File: src/rtl/truth_table_sweeper.sv
// truth_table_sweeper
//   Walks every N-bit input combination into two combinational implementations
//   of one Boolean function and compares their outputs. It reports:
//   - the minterm mask and minterm count of implementation A,
//   - whether A and B agree everywhere,
//   - the lowest combination at which they disagree.
//
// Parameters
//   N      : number of function inputs (1..6)
//   SETTLE : extra cycles each combination is held before sampling (0..15)
//
// Ports
//   clk, reset      : rising-edge clock, synchronous active-high reset
//   start, abort    : begin a sweep (IDLE only) / cancel a sweep in RUN
//   vec   [N-1:0]   : combination currently driven to both implementations
//   fa, fb          : implementation A / B outputs for vec
//   busy            : high while sweeping
//   done            : one-cycle completion pulse
//   mask  [2^N-1:0] : bit i = fa sampled at vec = i
//   ones  [N:0]     : popcount of mask
//   equal           : fa == fb at every combination
//   first_diff      : lowest vec with fa != fb (0 when equal)
module truth_table_sweeper #(
  parameter int N      = 3,
  parameter int SETTLE = 0
) (
  input  logic                clk,
  input  logic                reset,
  input  logic                start,
  input  logic                abort,
  output logic [N-1:0]        vec,
  input  logic                fa,
  input  logic                fb,
  output logic                busy,
  output logic                done,
  output logic [(1<<N)-1:0]   mask,
  output logic [N:0]          ones,
  output logic                equal,
  output logic [N-1:0]        first_diff
);

  localparam int          M         = 1 << N;
  localparam logic [3:0]  HOLD_INIT = 4'(SETTLE);

  typedef enum logic [1:0] {IDLE, RUN, DONE} state_t;

  state_t         state_q, state_d;
  logic [N-1:0]   vec_q, vec_d;
  logic [3:0]     hold_q, hold_d;
  logic [M-1:0]   mask_q, mask_d;
  logic [N:0]     ones_q, ones_d;
  logic           equal_q, equal_d;
  logic [N-1:0]   fd_q, fd_d;
  logic           busy_q, busy_d;
  logic           done_q, done_d;

  always_ff @(posedge clk) begin
    if (reset) begin
      state_q <= IDLE;
      vec_q   <= '0;
      hold_q  <= '0;
      mask_q  <= '0;
      ones_q  <= '0;
      equal_q <= 1'b0;
      fd_q    <= '0;
      busy_q  <= 1'b0;
      done_q  <= 1'b0;
    end else begin
      state_q <= state_d;
      vec_q   <= vec_d;
      hold_q  <= hold_d;
      mask_q  <= mask_d;
      ones_q  <= ones_d;
      equal_q <= equal_d;
      fd_q    <= fd_d;
      busy_q  <= busy_d;
      done_q  <= done_d;
    end
  end

  always_comb begin
    state_d = state_q;
    vec_d   = vec_q;
    hold_d  = hold_q;
    mask_d  = mask_q;
    ones_d  = ones_q;
    equal_d = equal_q;
    fd_d    = fd_q;
    case (state_q)
      IDLE: begin
        // abort wins over a simultaneous start
        if (start && !abort) begin
          state_d = RUN;
          vec_d   = '0;
          hold_d  = HOLD_INIT;
          mask_d  = '0;
          ones_d  = '0;
          equal_d = 1'b1;
          fd_d    = '0;
        end
      end
      RUN: begin
        if (abort) begin
          state_d = IDLE;
          vec_d   = '0;
          hold_d  = '0;
          mask_d  = '0;
          ones_d  = '0;
          equal_d = 1'b0;
          fd_d    = '0;
        end else if (hold_q != 4'd0) begin
          hold_d = hold_q - 4'd1;
        end else begin
          // last edge of this combination's hold window: sample fa/fb
          mask_d[vec_q] = fa;
          ones_d        = ones_q + {{N{1'b0}}, fa};
          if ((fa != fb) && equal_q) begin
            equal_d = 1'b0;
            fd_d    = vec_q;
          end
          if (&vec_q) begin
            state_d = DONE;
          end else begin
            vec_d  = vec_q + 1'b1;
            hold_d = HOLD_INIT;
          end
        end
      end
      DONE: begin
        state_d = IDLE;
        vec_d   = '0;
      end
      default: state_d = IDLE;
    endcase
    // status flags are registered decodes of the next state
    busy_d = (state_d == RUN);
    done_d = (state_d == DONE);
  end

  assign vec        = vec_q;
  assign busy       = busy_q;
  assign done       = done_q;
  assign mask       = mask_q;
  assign ones       = ones_q;
  assign equal      = equal_q;
  assign first_diff = fd_q;

endmodule

File: config.mk
export PLATFORM = sky130hd
export DESIGN_NAME = truth_table_sweeper
export DESIGN_NICKNAME = d
export VERILOG_FILES = /design/src/rtl/truth_table_sweeper.sv
export SDC_FILE = /design/constraint.sdc
export NUM_CORES = 1
export LEC_CHECK = 0
export CORE_ASPECT_RATIO = 0.8
export CORE_MARGIN = 3
export CORE_UTILIZATION = 57
export CTS_BUF_LIST = sky130_fd_sc_hd__clkbuf_4 sky130_fd_sc_hd__clkbuf_8
export DETAILED_ROUTE_END_ITERATION = 16
export GPL_ROUTABILITY_DRIVEN = 0
export PLACE_DENSITY = 0.87
export RECOVER_POWER = 50
export SLEW_MARGIN = 20
export SYNTH_ARGS = -nofsm -noshare
export SYNTH_HDL_FRONTEND = slang
export SYNTH_SLANG_ARGS = --single-unit
export TNS_END_PERCENT = 5
File: constraint.sdc
create_clock -name clk -period 4.42 [get_ports clk]
set_clock_uncertainty 0.15 [all_clocks]
set_input_delay 1.105 -clock clk [delete_from_list [all_inputs] [get_ports clk]]
set_output_delay 1.105 -clock clk [all_outputs]
set_load 0.01 [all_outputs]
==> reports/qor.csv <==
metric;value;unit
RSZ-0062 raised after global routing;false;
Core ar.;0.00223;mm²
status;finished clean;
Max-cap violations;0;
Crit Path Category;input pin to flip-flop;
1st-pass router iterations;4;
Hold WS;0.328;ns
vias in the first global route;1174;
first-pass GRT wire length;5280;µm
initial antenna violation count;0;
Finish-stage setup viols;0;
syn nets;173;
post-CTS setup buffer count;0;
reg2reg start;hold_q[0];
# DRC;0;
CTS buffer count;3;
Peak VDD IR;0.182;mV
top-count cell post-synth;dfxtp_1;
initial DRC count;44;
Seq/Total Area, Yosys;38.6;%
final worst slack;1.24;ns
largest net degree at the start of global routing;19;
vias per inst;6.07;
Post-Route Utilization;73.9;%
Port Buf Inserts;26;
Hold Fails Final Rpt;0;
Leak;0.000646;µW
Post-synth EDFFs;0;
CTS tree;yes;
pre-CTS setup slack;1.17;ns
Clock power frac;28.3;%
post-CTS sizing;0;
synthesized area per cell;8.70;µm²
H-tree levels;1;
Max Clk Rate;314;MHz
FFs w/ async S/R, synth;0;%
ranking of synthesized cells by area;dfxtp_1 (39%), a21oi_1 (6.1%), ha_1 (5.4%);
Final Power;402;µW
Post-synth top flop;dfxtp_1;
initial core utilization;62.7;%
Slew headroom;54.8;%
internal power;303;µW
top cell type's share of synthesized area;38.6;%
wire per inst;15.3;µm
FF-to-FF setup slack;2.10;ns
Post-synth top cells;dfxtp_1 (27), a21oi_1 (17), o21ai_0 (10);
FF+latch count, synth;27;
synthesized area;0.00140;mm²
Comb power frac;9.7;%
r2r worst-path depth;6;
clk slew on worst S/H paths;0.15;ns
Pwr Density;243;mW/mm²
Critical Path Source Type;input pin;
Arrival @ worst endpoint;3.29;ns
Synth area leader;dfxtp_1;
final worst path period share;72.0;%
Layout area overhead;17.9;%
# diodes;0;
Reg2Reg Capture Point;mask[4];
Skew-Pair Late Insertion Delay;0.32;ns
Detail Route Antenna Nets;0;
worst-path maximum fanout;10;
NetSw;98.5;µW
total grt overflow;0;
Cell variety after synth;43;
Hold Path Class;flip-flop to flip-flop;
fin. max-slew vios;0;
Reg power frac;62.0;%
Chip Width;61.4;µm
crit path to;mask[4];
warnings from Yosys;0;
CTS max path bufs;2;
CP startpoint;abort;
CP required;4.53;ns
Total GRT Usage;22.1;%
share of cells above drive strength 1;7.22;%
Net Sw Frac;24.5;%
Die ar.;0.00309;mm²
Nets;193;
# IOs;27;
hold_buf cts;0;
HPWL after DPL;2140;µm
clk root buf;clkbuf_4;
final WL;3130;µm
Setup crit end kind;flip-flop;
vias;1244;
number of cell rows;15;
Mapped Cells;161;
TNS Setup;0;ns
Die H;50.3;µm
Worst Tran Pin Value;0.677;ns
final worst path period need;3.18;ns
clock sinks;27;
[metrics by stage]
stage,area [µm²],instances
2_1_floorplan,1400,161
3_3_place_gp,1630,201
3_5_place_dp,1630,201
4_1_cts,1660,205
5_1_grt,1650,205
6_report,1650,205
[cell usage in the layout, fill, tap and decap left out, types with 2 or more instances in the layout]
cell and n:
nand4b_1 2, clkbuf_4 4, and2_2 2, o21ai_0 10
a21oi_1 17, a31oi_1 3, nor4_1 3, dfxtp_1 27
nand3_1 5, o21ai_1 7, o32ai_1 3, nor3_1 3
clkdlybuf4s50_1 6, o21a_1 3, nor2b_1 6, inv_1 8
o31ai_1 4, ha_1 6, nand2_1 8, and3_1 2
or3b_1 2, nand4_1 2, nand2b_1 5, dlygate4sd3_1 20
nor2_1 5
[how the worst min path moves through the flow]
stage | cells past startpoint | slack, ns | from | end
3_5_place_dp | 2 | 0.31 | mask[7] | mask[7]
4_1_cts | 2 | 0.33 | mask[7] | mask[7]
5_1_grt | 2 | 0.36 | first_diff[2] | first_diff[2]
2_1_floorplan | 1 | 0.31 | hold_q[0] | hold_q[0]
6_report | 2 | 0.33 | mask[7] | mask[7]
3_3_place_gp | 2 | 0.31 | mask[6] | mask[6]
[metal layers]
metal	wire length (µm)	GRT usage, %	vias up
li1	-	-	627
met1	1490	29.6	583
met2	1510	35.2	32
met3	117	5.40	2
met4	13	5.65	0
met5	0	0	-
[sequential cells by signal (all words and copies together) (netlist names)]
register and cells:
mask 8, done 1, state_q 2, equal 1
hold_q 4, first_diff 3, ones 4, busy 1
vec 3
[power by group through the flow]
stage | clock network [µW] | logic, µW | registers (µW)
after floorplan | 0 | 26.2 | 254
after global placement | 0 | 38.4 | 254
after detailed placement | 0 | 39.3 | 254
after CTS | 117 | 40.0 | 249
after global routing | 128 | 42.5 | 250
final | 114 | 39.0 | 249
[cell families after synthesis]
logic type / Yosys count / synth area share [%]
buffers and inverters: 20 / 7.33
xor gates and xnor gates: 1 / 0.626
DFF: 27 / 38.6
and+or+nand+nor: 53 / 24.8
adders and majority gates: 6 / 5.36
AOI/OAI and AO/OA: 54 / 23.3
[final cells by class]
class	instances	area, µm²
repair buffers	27	268
flip-flops and latches	27	541
inverters	8	30.0
multi-input cells	114	751
fillers	180	583
clock buffers	4	30.0
well taps	25	31.3
[worst max-delay path, cell delays in order]
cell           delay, ns
dlygate4sd3_1       0.64
or3b_1              0.55
nor3_1              0.51
nand4_2             0.25
o31ai_1             0.24
Note: power is estimated with default switching activity, not from simulation.
